--- src/rtl/mvau_weight_loader_pkg.sv ---
// Shared types and elaboration-time helpers for the MVAU runtime weight loader.
// Not a module, so it has no latency or backpressure.
package mvau_weight_loader_pkg;

    typedef enum logic [1:0] {
        IDLE = 2'd0,
        LOAD = 2'd1,
        DONE = 2'd2
    } state_t;

    // Beats in one complete weight image: one memory word per PE per address.
    function automatic int img_len(input int depth, input int pe);
        return depth * pe;
    endfunction

    // PE index counter width; a single-PE build still needs a 1-bit counter.
    function automatic int pe_cnt_bw(input int pe);
        return (pe > 1) ? $clog2(pe) : 1;
    endfunction

endpackage

--- src/rtl/mvau_weight_loader_if.sv ---
// Weight stream in (AXI-Stream) and the shared PE weight-memory write bus out.
// The loader owns the slave modport; the writes on this bus have no backpressure.
interface mvau_weight_loader_if #(
    parameter int DW = 2,
    parameter int PE = 2,
    parameter int AW = 4
);
    logic [DW-1:0] s_axis_tdata;
    logic          s_axis_tvalid;
    logic          s_axis_tlast;
    logic          s_axis_tready;
    logic [PE-1:0] wmem_wr_en;
    logic [AW-1:0] wmem_wr_addr;
    logic [DW-1:0] wmem_wr_data;

    modport slave (
        input  s_axis_tdata, s_axis_tvalid, s_axis_tlast,
        output s_axis_tready, wmem_wr_en, wmem_wr_addr, wmem_wr_data
    );

    modport master (
        output s_axis_tdata, s_axis_tvalid, s_axis_tlast,
        input  s_axis_tready, wmem_wr_en, wmem_wr_addr, wmem_wr_data
    );
endinterface

--- src/rtl/mvau_wl_counter.sv ---
// Wrapping 0..MAX-1 counter with terminal-count flag; increments on the edge after inc.
// No handshake of its own: clr wins over inc.
module mvau_wl_counter #(
    parameter int MAX = 2,
    parameter int W   = 1
) (
    input  logic         aclk,
    input  logic         areset,
    input  logic         clr,
    input  logic         inc,
    output logic [W-1:0] cnt,
    output logic         tc
);
    localparam logic [W-1:0] LAST = W'(MAX - 1);

    assign tc = (cnt == LAST);

    always_ff @(posedge aclk or posedge areset) begin
        if (areset) begin
            cnt <= '0;
        end else if (clr) begin
            cnt <= '0;
        end else if (inc) begin
            cnt <= tc ? '0 : cnt + 1'b1;
        end
    end
endmodule

--- src/rtl/mvau_weight_loader.sv ---
// Streams a weight image into the per-PE weight memories, PE index fastest; write 1 cycle after handshake.
// tready is high for the whole LOAD state; the memories never push back.
module mvau_weight_loader
    import mvau_weight_loader_pkg::*;
#(
    parameter int SIMD         = 2,
    parameter int TW           = 1,
    parameter int PE           = 2,
    parameter int WMEM_DEPTH   = 4,
    parameter int WMEM_ADDR_BW = 4
) (
    input  logic                 aclk,
    input  logic                 areset,
    input  logic                 load_start,
    mvau_weight_loader_if.slave  bus,
    output logic                 busy,
    output logic                 load_done,
    output logic                 load_err
);
    localparam int PE_BW = pe_cnt_bw(PE);

    state_t                  state;
    state_t                  state_nxt;
    logic                    hs;
    logic                    clr;
    logic                    last_beat;
    logic                    pe_tc;
    logic                    addr_tc;
    logic [PE_BW-1:0]        pe_cnt;
    logic [WMEM_ADDR_BW-1:0] addr_cnt;
    logic [PE-1:0]           pe_onehot;

    assign hs        = bus.s_axis_tvalid & bus.s_axis_tready;
    assign last_beat = pe_tc & addr_tc;

    mvau_wl_counter #(.MAX(PE), .W(PE_BW)) u_pe_ctr (
        .aclk   (aclk),
        .areset (areset),
        .clr    (clr),
        .inc    (hs),
        .cnt    (pe_cnt),
        .tc     (pe_tc)
    );

    // Address advances only when the PE index wraps back to 0.
    mvau_wl_counter #(.MAX(WMEM_DEPTH), .W(WMEM_ADDR_BW)) u_addr_ctr (
        .aclk   (aclk),
        .areset (areset),
        .clr    (clr),
        .inc    (hs & pe_tc),
        .cnt    (addr_cnt),
        .tc     (addr_tc)
    );

    always_ff @(posedge aclk or posedge areset) begin
        if (areset) begin
            state <= IDLE;
        end else begin
            state <= state_nxt;
        end
    end

    always_comb begin
        state_nxt         = state;
        bus.s_axis_tready = 1'b0;
        busy              = 1'b0;
        load_done         = 1'b0;
        clr               = 1'b0;
        case (state)
            IDLE: begin
                if (load_start) begin
                    clr       = 1'b1;
                    state_nxt = LOAD;
                end
            end
            LOAD: begin
                bus.s_axis_tready = 1'b1;
                busy              = 1'b1;
                if (hs && (last_beat || bus.s_axis_tlast)) begin
                    state_nxt = DONE;
                end
            end
            DONE: begin
                load_done = 1'b1;
                state_nxt = IDLE;
            end
            default: state_nxt = IDLE;
        endcase
    end

    always_comb begin
        pe_onehot = '0;
        for (int p = 0; p < PE; p++) begin
            pe_onehot[p] = (pe_cnt == PE_BW'(p));
        end
    end

    // tlast must coincide exactly with the final beat; either mismatch is a length error.
    always_ff @(posedge aclk or posedge areset) begin
        if (areset) begin
            load_err <= 1'b0;
        end else if (clr) begin
            load_err <= 1'b0;
        end else if (hs && (last_beat != bus.s_axis_tlast)) begin
            load_err <= 1'b1;
        end
    end

    always_ff @(posedge aclk or posedge areset) begin
        if (areset) begin
            bus.wmem_wr_en   <= '0;
            bus.wmem_wr_addr <= '0;
            bus.wmem_wr_data <= '0;
        end else begin
            bus.wmem_wr_en <= hs ? pe_onehot : '0;
            if (hs) begin
                bus.wmem_wr_addr <= addr_cnt;
                bus.wmem_wr_data <= bus.s_axis_tdata;
            end
        end
    end
endmodule

--- src/flat_wrapper.sv ---
// flat-port wrapper written by rule: the top's interface ports become plain ports
module mvau_weight_loader_flat import mvau_weight_loader_pkg::*;
#(
    parameter int SIMD         = 2,
    parameter int TW           = 1,
    parameter int PE           = 2,
    parameter int WMEM_DEPTH   = 4,
    parameter int WMEM_ADDR_BW = 4
)
  (aclk, areset, load_start, busy, load_done, load_err, bus_s_axis_tdata, bus_s_axis_tvalid, bus_s_axis_tlast, bus_s_axis_tready, bus_wmem_wr_en, bus_wmem_wr_addr, bus_wmem_wr_data);
  mvau_weight_loader_if #(.DW((SIMD * TW)), .PE(PE), .AW((4))) bus_i ();
  input  logic aclk;
  input  logic areset;
  input  logic load_start;
  output logic busy;
  output logic load_done;
  output logic load_err;
  input wire logic [$bits(bus_i.s_axis_tdata)-1:0] bus_s_axis_tdata;
  input wire logic [$bits(bus_i.s_axis_tvalid)-1:0] bus_s_axis_tvalid;
  input wire logic [$bits(bus_i.s_axis_tlast)-1:0] bus_s_axis_tlast;
  output wire logic [$bits(bus_i.s_axis_tready)-1:0] bus_s_axis_tready;
  output wire logic [$bits(bus_i.wmem_wr_en)-1:0] bus_wmem_wr_en;
  output wire logic [$bits(bus_i.wmem_wr_addr)-1:0] bus_wmem_wr_addr;
  output wire logic [$bits(bus_i.wmem_wr_data)-1:0] bus_wmem_wr_data;
  assign bus_i.s_axis_tdata = bus_s_axis_tdata;
  assign bus_i.s_axis_tvalid = bus_s_axis_tvalid;
  assign bus_i.s_axis_tlast = bus_s_axis_tlast;
  assign bus_s_axis_tready = bus_i.s_axis_tready;
  assign bus_wmem_wr_en = bus_i.wmem_wr_en;
  assign bus_wmem_wr_addr = bus_i.wmem_wr_addr;
  assign bus_wmem_wr_data = bus_i.wmem_wr_data;
  mvau_weight_loader #(.SIMD(SIMD), .TW(TW), .PE(PE), .WMEM_DEPTH(WMEM_DEPTH), .WMEM_ADDR_BW(WMEM_ADDR_BW)) u_core (.aclk(aclk), .areset(areset), .load_start(load_start), .bus(bus_i), .busy(busy), .load_done(load_done), .load_err(load_err));
endmodule
--- config.mk ---
export PLATFORM = sky130hd
export DESIGN_NAME = mvau_weight_loader_flat
export DESIGN_NICKNAME = d
export VERILOG_FILES = /design/src/rtl/mvau_weight_loader_pkg.sv /design/src/rtl/mvau_weight_loader_if.sv /design/src/rtl/mvau_wl_counter.sv /design/src/rtl/mvau_weight_loader.sv /design/src/flat_wrapper.sv
export SDC_FILE = /design/constraint.sdc
export NUM_CORES = 1
export LEC_CHECK = 0
export ABC_AREA = 1
export BUFFER_PORTS_ARGS = -buffer_cell sky130_fd_sc_hd__buf_4
export CELL_PAD_IN_SITES_DETAIL_PLACEMENT = 1
export CELL_PAD_IN_SITES_GLOBAL_PLACEMENT = 1
export CORE_AREA = 5 5 52 54
export DETAILED_ROUTE_END_ITERATION = 16
export DIE_AREA = 0 0 57 59
export HOLD_SLACK_MARGIN = 0.1
export PLACE_DENSITY = 0.79
export SKIP_CTS_REPAIR_TIMING = 1
export SYNTH_ARGS = -nofsm -noshare
export SYNTH_HDL_FRONTEND = slang
export SYNTH_SLANG_ARGS = --single-unit
--- constraint.sdc ---
create_clock -name aclk -period 1.63 [get_ports aclk]
set_clock_uncertainty 0.05 [all_clocks]
set_input_delay 0.4075 -clock aclk [delete_from_list [all_inputs] [get_ports aclk]]
set_output_delay 0.4075 -clock aclk [all_outputs]
set_load 0.01 [all_outputs]
After elaboration in Yosys (flattened, before gate mapping)
Index checks and enable logic that the tools add are counted.
Word-level totals
  register bits after elaboration: 16
  input port bits: 7
  output and inout port bits: 12
  logic and storage cells: 43
Operators by class
  $add $sub $neg: 2
  equality and inequality tests: 6
  mux-type cells: 16
  bitwise logic cells: 4
  reductions and logical operators: 8
Operators by type and width (count)
  $mux W4: 3
  $mux W1: 9
  $mux W2: 3
  $reduce_bool A2 Y1: 3
  $add A4 B1 Y4 const B: 1
  $eq A4 B2 Y1 const B: 1
  $pmux W2 S2: 1
  $and A1 B1 Y1: 3
  $eq A2 B1 Y1 const B: 1
  $eq A2 B2 Y1 const B: 1
  $logic_and A1 B1 Y1: 2
  $logic_not A2 Y1: 1
  $ne A2 B1 Y1 const B: 1
  $ne A2 B2 Y1 const B: 1
  $reduce_and A2 Y1: 1
  $add A1 B1 Y1 const B: 1
  $logic_or A1 B1 Y1: 1
  $ne A1 B1 Y1: 1
  $not A1 Y1: 1

Depth between registers and ports, before layout
Gate-level depths: netlist (run 1).
  depth in word-level cells: 6
  mapped depth: 6
  mapped depth without buffers: 6

Cells and area by module
A second synthesis (run 1) with hierarchy kept.
Unflattened totals
  cells, all modules: 100
  area, all modules: 797.0 um2
Modules (own cells, without submodules)
  mvau_weight_loader: instances 1, cells an instance 55, area an instance 486.7 um2, seq. area each 275.3 um2
  mvau_wl_counter (u_core.u_addr_ctr): instances 1, cells an instance 37, area an instance 255.2 um2, seq. area each 100.1 um2
  mvau_wl_counter (u_core.u_pe_ctr): instances 1, cells an instance 8, area an instance 55.1 um2, seq. area each 25.0 um2

Worst setup path after synthesis (run 1)
Ideal clock, no wire load.
  path kind: reg2reg
  start point: register u_core.u_addr_ctr.cnt[0]
  end point: register u_core.load_err
  library setup time: 118 ps
  arrival time: 1148 ps
  data required time: 1462 ps
  setup slack: 313 ps
  cell stages (with the launch flop): 7
  path buffers: 0
  period minus slack after synthesis: 1317 ps
  cells stage by stage: dfrtp_1 ha_1 nand3_1 ha_1 nand3_1 nand3_1 nand2_1
On the way
  longest elaborated chain between the ends: 5
RTL lines
  start: declaration: RTL line mvau_wl_counter.sv:11  | output logic [W-1:0] cnt,
  start signal: assignment: RTL line mvau_wl_counter.sv:24  | cnt <= tc ? '0 : cnt + 1'b1;
  $eq A4 B2 Y1: RTL line mvau_wl_counter.sv:16  | assign tc = (cnt == LAST);
  $and A1 B1 Y1: RTL line mvau_weight_loader.sv:34  | assign last_beat = pe_tc & addr_tc;
  $ne A1 B1 Y1: RTL line mvau_weight_loader.sv:104  | end else if (hs && (last_beat != bus.s_axis_tlast)) begin
  $logic_and A1 B1 Y1: RTL line mvau_weight_loader.sv:104
  $reduce_bool A2 Y1 (no line)
  end signal: assignment: RTL line mvau_weight_loader.sv:101  | load_err <= 1'b0;
  end signal: assignment: RTL line mvau_weight_loader.sv:103  | load_err <= 1'b0;
  end signal: assignment: RTL line mvau_weight_loader.sv:105  | load_err <= 1'b1;
  end: declaration: RTL line mvau_weight_loader.sv:18  | output logic load_err
Every way passes these cells.
A chain may end at the register's enable or synchronous reset.

Worst setup path after layout (run 1)
  start point: register u_core.state[1]
  end point: output bus_s_axis_tready
On the way
  longest elaborated chain between the ends: 2
RTL lines
  start: declaration: RTL line mvau_weight_loader.sv:22  | state_t state;
  start signal: assignment: RTL line mvau_weight_loader.sv:59  | state <= state_nxt;
  $eq A2 B1 Y1: RTL line mvau_weight_loader.sv:69  | case (state)
  $mux W1: RTL line mvau_weight_loader.sv:69
  end: declaration: RTL line flat_wrapper.sv:21  | output wire logic [$bits(bus_i.s_axis_tready)-1:0] bus_s_axis_tready;
Every way passes these cells.

==> run_results.csv, run 1 <==
group,metric,value,unit
outcome,status,"completed",
setup_path,setup.worst_path.end_class,"output pin",
sta,slew_violations,0,
floorplan,die_width,57,um
synth,synth-seq-area-share,54.6,%
clock_network,clock_sinks,16,
sta,hold_viol,0,
synth,synthTopCellsByArea,"dfrtp_1 (55%), nand2_1 (13%), nand3_1 (10%), nor2_1 (3.6%), ha_1 (3.4%)",
sta,rsz0062_at_grt,"no",
cells_and_area,fin_nets,112,
sta,worst_slack,0.0784,ns
synth,yosysWarnings,0,
route,vias_per_cell,4.66,
setup_path,critPathArrivalTime,1.09,ns
min_path,hold_path.class,"input port to asynchronous set/reset pin",
floorplan,core,2170,um^2
cells_and_area,diodes,0,
floorplan,row_count,17,
clock_network,root_buffer,"clkbuf_4",
setup_path,worst_setup_path_start_kind,"flip-flop",
floorplan,ios,19,
power_and_ir_drop,p_per_area,1680,nW/um^2
synth,ys_types,16,
floorplan,die_y,59,um
setup_path,slowest_delay,0.46,ns
sta,finalSetupViolCount,0,
global_route,grt_overflow,0,
synth,syn_avg_cell_area,8.94,um^2
route,ant_nets,0,
job,maxCapViolCount,0,
sta,hold_ws,0.135,ns
clock_network,htreeDepth,1,
synth,syn_nets,91,
cells_and_area,drive_gt1_share,27.5,%
sta,fin_crit_sh,95.2,%
placed_design,post-place-ws,0.201,ns
synth,yosysTopAreaCell,"dfrtp_1",
setup_path,crit_slowest_cell,"dfrtp_1",
route,drc,0,
synth,syn_area,733,um^2
floorplan,die_area,3360,um^2
setup_path,required,1.17,ns
sta,tightest_slew,0.610,ns
sta,clock.fmax,644,MHz
global_route,antenna_found_initial,0,
clock_network,cts.clk_slew.worst_paths,0.09,ns
route,dr.pass1.iters,2,
placed_design,io_buffers,18,
setup_path,r2r_start,"u_core.u_addr_ctr.cnt[0]$_DFFE_PP0P_",
power_and_ir_drop,ir_worst_vdd,784,uV
synth,synth_cells,82,
route,wire_per_inst,12.5,um
clock_network,clk_latency,0.29,ns
placed_design,placed_cells_incl_taps,126,
setup_path,regToRegEndpoint,"u_core.load_err$_DFFE_PP0P_",
sta,max_slew_margin,59.3,%
sta,tns,0,ns
cells_and_area,final_cell_mix,"nand2_1 (25), buf_4 (19), dfrtp_1 (16)",
global_route,grt_pass1_vias,610,
setup_path,crit_chain,"nor2_8, buf_4",
cells_and_area,n_fill_cell,273,
setup_path,criticalPathCategory,"flip-flop to output pin",
route,drtIter0Drc,16,
placed_design,dp.final_hpwl,1250,um
synth,synth-seq-cells,16,
cells_and_area,final_common_cell,"nand2_1",
clock_network,cts_tree,"built",
route,routed-via-count,606,
global_route,grt_pass1_wl,2780,um
clock_network,numCtsBuffers,3,
clock_network,clk_path_buf_depth,2,
setup_path,critPathMaxFanout,10,
sta,period_needed,1.55,ns
setup_path,r2r_setup_slack,0.19,ns
cells_and_area,finalNonFillerCells,130,
placed_design,gp_congestion,0.772,
route,drt-total-wl,1630,um
floorplan,initial_core_util,33.8,%
global_route,grt_max_degree,17,
power_and_ir_drop,p_leak,0.503,nW
setup_path,reg2regPathDepth,6,
cells_and_area,area_growth_syn_to_layout,26.5,%
global_route,grt_usage,10.8,%
synth,synth_top_area_share,54.6,%
-- metal layers --
| metal | wire (um) | track usage [%] | vias to the layer above |
|---|---|---|---|
| met5 | 0 | 0 | - |
| met4 | 9 | 0.993 | 0 |
| met3 | 98 | 4.79 | 2 |
| met2 | 778 | 18.3 | 10 |
| met1 | 744 | 13.3 | 289 |
| li1 | - | - | 305 |
-- flip-flops by register name, indices dropped and copies added (netlist names) --
register / cells
u_core.load_err: 1
u_core.bus.wmem_wr_addr: 4
u_core.state: 2
u_core.bus.wmem_wr_data: 2
u_core.u_pe_ctr.cnt: 1
u_core.u_addr_ctr.cnt: 4
u_core.bus.wmem_wr_en: 2
-- area by class of cell --
class                      count  area [um^2]  area share [%]
clock buffer                   4         36.3            3.91
inverter                       6         22.5            2.43
multi-input combinational     57          290            31.3
sequential                    16          400            43.2
tap                           28         35.0            3.78
timing repair buffer          19          143            15.4
-- worst max-delay path, delay by kind of cell, from the launching register on --
family / cells / cell delay, ns
buffers and inverters: 1 / 0.15
AND/OR/NAND/NOR: 1 / 0.20
flip-flops: 1 / 0.46
-- through the flow --
stage,total power [W],cell area (um^2),utilization [%]
detailed placement,0.00132,891,41.1
global placement,0.00129,891,41.1
floorplan,0.00105,733,-
finish,0.00156,927,42.7
CTS,0.00159,927,42.7
global route,0.00169,927,42.7
-- report_power, final --
group          internal, W  leakage [nW]  total (W)  switching [W]
clock network     0.000136        0.0210   0.000264       0.000128
registers         0.000534         0.209   0.000662       0.000128
logic             0.000281         0.273   0.000634       0.000353
total             0.000951         0.503    0.00156       0.000608
-- synth_stat cells --
library cell / number
inv_2: 2
ha_1: 2
o21ai_0: 1
buf_4: 2
nor2_1: 7
a21oi_1: 1
nand4_1: 1
dfrtp_1: 16
nand3_2: 2
buf_2: 1
nand3_1: 15
inv_1: 4
nor2_8: 1
xnor2_1: 1
nand2_1: 25
o21ai_1: 1
-- worst max path at each step --
stage | from | to
6_report | u_core.state[1]$_DFFE_PP0P_ | bus_s_axis_tready
5_1_grt | u_core.state[1]$_DFFE_PP0P_ | bus_s_axis_tready
4_1_cts | u_core.state[1]$_DFFE_PP0P_ | bus_s_axis_tready
3_5_place_dp | u_core.u_addr_ctr.cnt[0]$_DFFE_PP0P_ | u_core.load_err$_DFFE_PP0P_
3_3_place_gp | u_core.u_addr_ctr.cnt[0]$_DFFE_PP0P_ | u_core.load_err$_DFFE_PP0P_
2_1_floorplan | u_core.u_addr_ctr.cnt[0]$_DFFE_PP0P_ | u_core.load_err$_DFFE_PP0P_
-- cells by family (layout without fill, tap and decap cells) --
kind of cell	count (synthesis)	count (layout)	synth area share, %
xor+xnor	1	1	1.19
fa+ha+maj	2	2	3.41
compound gates	3	3	2.05
simple gates	51	51	32.9
buf+inv	9	29	5.80
flops	16	16	54.6
(Power assumes the default switching activity.)
==> run 2: changes to the inputs <==
- CORE_AREA: 5 5 52 54 -> 5 5 61 63
- DIE_AREA: 0 0 57 59 -> 0 0 66 68
- PLACE_DENSITY: 0.79 -> 0.62
- RECOVER_POWER: default -> 100
==> run 2 against run 1 <==
Net effect: critical path depth grew 1; register-to-register slack better by 0.02 ns; fmax up 0.50%; global-route usage fell by 1.6 points; final cell count grew 15%; routed wire length rose by 6.8%; flip-flop and latch count unchanged; count of clock-buffer cells in the layout is 1 lower; via count rose by 3.5%; critical endpoint unchanged; largest cell class unchanged; highest routed layer unchanged.
==> run_results.csv, run 2 (synthesis results as in run 1) <==
group,metric,value,unit
cells_and_area,stdcell_area,913,um^2
global_route,busiest_layer,"met2",
sta,rsz0062_at_grt,"no",
placed_design,place_area,921,um^2
setup_path,crit_chain,"inv_2, nor2_8, buf_4",
floorplan,initial_core_util,23.1,%
cells_and_area,area_growth_syn_to_layout,24.6,%
floorplan,core,3180,um^2
clock_network,clk_latency,0.28,ns
setup_path,critPathArrivalTime,1.09,ns
setup_path,setup.worst_path.end_class,"output pin",
placed_design,dp.final_hpwl,1300,um
clock_network,cts.clk_slew.worst_paths,0.09,ns
placed_design,io_buffers,18,
global_route,grt_usage,9.17,%
cells_and_area,n_fill_cell,404,
sta,slew_violations,0,
global_route,grtUsageMet1,10.6,%
setup_path,crit_slowest_cell,"dfrtp_1",
sta,tns,0,ns
cells_and_area,fin_nets,114,
floorplan,row_count,21,
route,drc,0,
route,routed-via-count,627,
power_and_ir_drop,p_leak,0.464,nW
floorplan,die_y,68,um
route,drt-total-wl,1740,um
cells_and_area,drive_gt1_share,17.5,%
global_route,grt_pass1_wl,3120,um
sta,fin_crit_sh,94.7,%
global_route,grt_pass1_vias,680,
global_route,met2_usage,15.4,%
route,dr.pass1.iters,4,
sta,finalSetupViolCount,0,
global_route,grt_overflow,0,
global_route,grt_max_degree,17,
setup_path,slowest_delay,0.39,ns
sta,hold_viol,0,
min_path,hold_path.class,"input port to flip-flop",
power_and_ir_drop,ir_worst_vdd,284,uV
sta,clock.fmax,648,MHz
clock_network,htreeDepth,1,
outcome,status,"completed",
cells_and_area,diodes,0,
floorplan,die_width,66,um
clock_network,root_buffer,"clkbuf_4",
setup_path,required,1.17,ns
global_route,use_met3,1.81,%
sta,max_slew_margin,72.6,%
global_route,antenna_found_initial,0,
sta,period_needed,1.54,ns
route,drtIter0Drc,18,
sta,tightest_slew,0.411,ns
setup_path,critPathMaxFanout,10,
route,ant_nets,0,
placed_design,gp_congestion,0.810,
job,maxCapViolCount,0,
setup_path,criticalPathCategory,"flip-flop to output pin",
route,wire_per_inst,11.7,um
clock_network,clock_sinks,16,
route,vias_per_cell,4.21,
power_and_ir_drop,p_per_area,1570,nW/um^2
cells_and_area,final_common_cell,"nand2_1",
cells_and_area,top_regs,"u_core.bus.wmem_wr_addr x4, u_core.u_addr_ctr.cnt x4",
setup_path,worst_setup_path_start_kind,"flip-flop",
floorplan,ios,19,
clock_network,numCtsBuffers,3,
floorplan,die_area,4490,um^2
cells_and_area,final_cell_mix,"nand2_1 (25), dfrtp_1 (16), nand3_1 (15)",
clock_network,cts_tree,"built",
clock_network,clk_path_buf_depth,2,
[run 2: changes by cell type in the layout (fill, tap and decap cells not counted), sizes merged]
cell	change
dlygate4sd3	+1
buf	-11
clkbuf	+11
[run 2: layout make-up]
class	instances	area, um^2	share of cell area (%)
flip-flops and latches	16	400	43.8
multi-input cells	57	290	31.8
repair buffers	21	120	13.2
well taps	46	57.6	6.30
clock buffers	3	22.5	2.47
inverters	6	22.5	2.47
[run 2: critical path: cells and delay by family, from the launching register on]
kind                   cells  cell delay, ns
flip-flops                 1            0.39
buffers and inverters      2            0.23
AND/OR/NAND/NOR            1            0.18
[run 2: layer usage]
layer	wire, um	up-vias
met3	84	4
met2	810	15
met5	0	-
li1	-	307
met1	803	301
met4	43	0
[run 2: worst paths after layout]
kind | startpoint | endpoint | slack [ns] | cells past startpoint
min in group asynchronous | areset | u_core.u_addr_ctr.cnt[2]$_DFFE_PP0P_ | 0.71 | 4
max | u_core.state[0]$_DFFE_PP0P_ | bus_s_axis_tready | 0.09 | 3
max in group asynchronous | areset | u_core.u_addr_ctr.cnt[0]$_DFFE_PP0P_ | 0.54 | 4
min | bus_s_axis_tdata[1] | u_core.bus.wmem_wr_data[1]$_DFFE_PP0P_ | 0.29 | 3
max reg2reg | u_core.u_addr_ctr.cnt[0]$_DFFE_PP0P_ | u_core.load_err$_DFFE_PP0P_ | 0.21 | 6
min reg2reg | u_core.bus.wmem_wr_data[1]$_DFFE_PP0P_ | u_core.bus.wmem_wr_data[1]$_DFFE_PP0P_ | 0.44 | 2
[run 2: per-stage QoR]
step	setup slack (ns)	util [%]	cells	total power [W]	hold slack (ns)
final	0.0860	28.7	149	0.00143	0.289
after global routing	0.0145	28.7	149	0.00157	0.310
after floorplan	0.313	-	82	0.00105	0.271
after CTS	0.0431	29.7	148	0.00153	0.0705
after detailed placement	0.198	29.0	145	0.00131	0.391
after global placement	0.248	29.0	145	0.00130	0.386
[run 2: power breakdown]
group          internal [W]  total (W)  switching, W
logic              0.000222   0.000576      0.000354
clock network     0.0000858   0.000208      0.000122
registers          0.000534   0.000651      0.000117
total              0.000842    0.00143      0.000593
==> run 3: changes to the inputs <==
- CORE_AREA: 5 5 61 63 -> 5 5 54 56
- DIE_AREA: 0 0 66 68 -> 0 0 59 61
- PLACE_DENSITY: 0.62 -> 0.77
- clock period: 1.63 -> 1.36 ns (I/O delays scaled with it)
==> run 3 against run 2 <==
Net effect: the run now ends with negative setup slack left; worst setup slack got worse by 0.18 ns; flip-flop and latch count did not move; combinational power rose by 93%; via count rose by 12%; die area fell by 20%; first-iteration DRC count fell by 39%; critical path depth did not move; largest cell class unchanged; highest routed layer unchanged.
==> run_results.csv, run 3 (synthesis results as in run 1) <==
group,metric,value,unit
floorplan,die_area,3600,um^2
sta,rsz0062_at_grt,"yes",
sta,period_needed,1.45,ns
setup_path,crit_slowest_cell,"dfrtp_1",
job,maxCapViolCount,0,
clock_network,cts_tree,"built",
cells_and_area,area_growth_syn_to_layout,43.7,%
global_route,grt_pass1_vias,661,
cells_and_area,fin_nets,124,
sta,fin_crit_sh,107,%
route,wire_per_inst,15.6,um
cells_and_area,diodes,0,
placed_design,gp_congestion,0.742,
sta,tightest_slew,0.430,ns
sta,worst_slack,-0.0921,ns
power_and_ir_drop,p_per_area,2040,nW/um^2
outcome,failed_checks,"negative setup slack",
setup_path,criticalPathCategory,"flip-flop to output pin",
sta,tns,-0.253,ns
setup_path,critPathArrivalTime,1.06,ns
cells_and_area,final_common_cell,"buf_4",
min_path,hold_end,"u_core.bus.wmem_wr_data[1]$_DFFE_PP0P_",
route,drt-total-wl,2220,um
floorplan,die_y,61,um
clock_network,clk_path_buf_depth,2,
setup_path,required,0.97,ns
setup_path,worst_setup_path_start_kind,"flip-flop",
setup_path,critPathMaxFanout,4,
clock_network,numCtsBuffers,3,
floorplan,initial_core_util,30.7,%
sta,max_slew_margin,71.4,%
cells_and_area,final_cell_mix,"buf_4 (27), nand2_1 (24), dfrtp_1 (15)",
setup_path,setup.worst_path.end_class,"output pin",
cells_and_area,drive_gt1_share,39.8,%
clock_network,cts.clk_slew.worst_paths,0.09,ns
setup_path,regToRegEndpoint,"u_core.u_addr_ctr.cnt[0]$_DFFE_PP0P_",
power_and_ir_drop,p_leak,0.557,nW
global_route,grt_usage,11.7,%
setup_path,crit_family,"flip-flops",
setup_path,reg2regPathDepth,8,
clock_network,root_buffer,"clkbuf_4",
power_and_ir_drop,internal-power,0.00128,W
placed_design,dp.final_hpwl,1450,um
cells_and_area,finalNonFillerCells,143,
floorplan,die_width,59,um
cells_and_area,top_regs,"u_core.bus.wmem_wr_addr x4, u_core.u_addr_ctr.cnt x4",
floorplan,core,2390,um^2
power_and_ir_drop,power_frac_clock,12.1,%
route,vias_per_cell,4.92,
clock_network,clk_latency,0.30,ns
min_path,hold_depth,3,
global_route,antenna_found_initial,0,
placed_design,io_buffers,18,
sta,clock.fmax,689,MHz
route,ant_nets,0,
route,routed-via-count,703,
power_and_ir_drop,swShare,40.3,%
setup_path,r2r_start,"u_core.state[0]$_DFFE_PP0P_",
global_route,grt_overflow,0,
setup_path,slowest_delay,0.41,ns
outcome,status,"finished, violations left",
setup_path,r2r_setup_slack,0.02,ns
setup_path,crit_chain,"inv_2, nor2_8, buf_4",
sta,slew_violations,0,
clock_network,htreeDepth,1,
min_path,min_from,"bus_s_axis_tdata[1]",
route,drc,0,
global_route,grt_max_degree,17,
global_route,grt_pass1_wl,3060,um
power_and_ir_drop,ir_worst_vdd,869,uV
power_and_ir_drop,seq_power_share,36.3,%
setup_path,crit_buf_inv,2,
sta,finalSetupViolCount,3,
power_and_ir_drop,p_comb_share,51.5,%
route,dr.pass1.iters,4,
min_path,hold_path.class,"input port to flip-flop",
clock_network,clock_sinks,16,
placed_design,placed_cells_incl_taps,133,
floorplan,ios,19,
sta,hold_viol,0,
power_and_ir_drop,p_sw,0.000866,W
floorplan,row_count,18,
route,drtIter0Drc,11,
## run 3: cell count changes in the layout (fill, tap and decap cells not counted), sizes merged
cell / before / now
clkbuf: 15 / 5
buf: 8 / 28
## run 3: worst max path at each step
stage                                               from                                    to  slack, ns  cells past startpoint
finish                       u_core.state[0]$_DFFE_PP0P_                                  busy      -0.09                      3
global route                 u_core.state[0]$_DFFE_PP0P_                                  busy      -0.13                      3
CTS                          u_core.state[1]$_DFFE_PP0P_                                  busy      -0.13                      2
detailed placement  u_core.u_addr_ctr.cnt[1]$_DFFE_PP0P_           u_core.load_err$_DFFE_PP0P_      0.002                      6
global placement             u_core.state[1]$_DFFE_PP0P_  u_core.u_addr_ctr.cnt[3]$_DFFE_PP0P_       0.06                      5
floorplan           u_core.u_addr_ctr.cnt[0]$_DFFE_PP0P_           u_core.load_err$_DFFE_PP0P_       0.04                      6
## run 3: final cells by class
| cell class | instances | area (um^2) |
|---|---|---|
| Inverter | 6 | 22.5 |
| Multi-Input combinational cell | 57 | 333 |
| Clock buffer | 3 | 22.5 |
| Timing Repair Buffer | 31 | 236 |
| Sequential cell | 16 | 402 |
| Tap cell | 30 | 37.5 |
| Fill cell | 305 | 1330 |
## run 3: power groups by stage
stage                     Clock (W)  Combinational, W  Sequential (W)
after detailed placement          0          0.000884        0.000763
final                      0.000261           0.00111        0.000780
after global routing       0.000283           0.00121        0.000802
after floorplan                   0          0.000440        0.000814
after global placement            0          0.000849        0.000747
after CTS                  0.000254          0.000899        0.000754
## run 3: worst min-delay path: stages
cell	delay (ns)
buf_4	0.08
nand3_1	0.06
nand2_1	0.05
## run 3: through the flow
step	area [um^2]	total power, W	setup WS [ns]	hold slack (ns)	util (%)
2_1_floorplan	733	0.00125	0.0435	0.204	-
3_3_place_gp	931	0.00160	0.0644	0.315	39.0
3_5_place_dp	931	0.00165	0.00229	0.323	39.0
4_1_cts	953	0.00191	-0.129	0.0141	39.9
5_1_grt	1050	0.00229	-0.132	0.227	44.1
6_report	1050	0.00215	-0.0921	0.209	44.1
## run 3: layer usage
metal	wire (um)	global-route usage, %	part of all wire [%]	vias up
met5	0	0	0	-
met4	59	6.80	2.7	0
met3	106	2.55	4.8	7
met2	1210	20.7	54	20
met1	846	13.1	38	350
li1	-	-	-	326
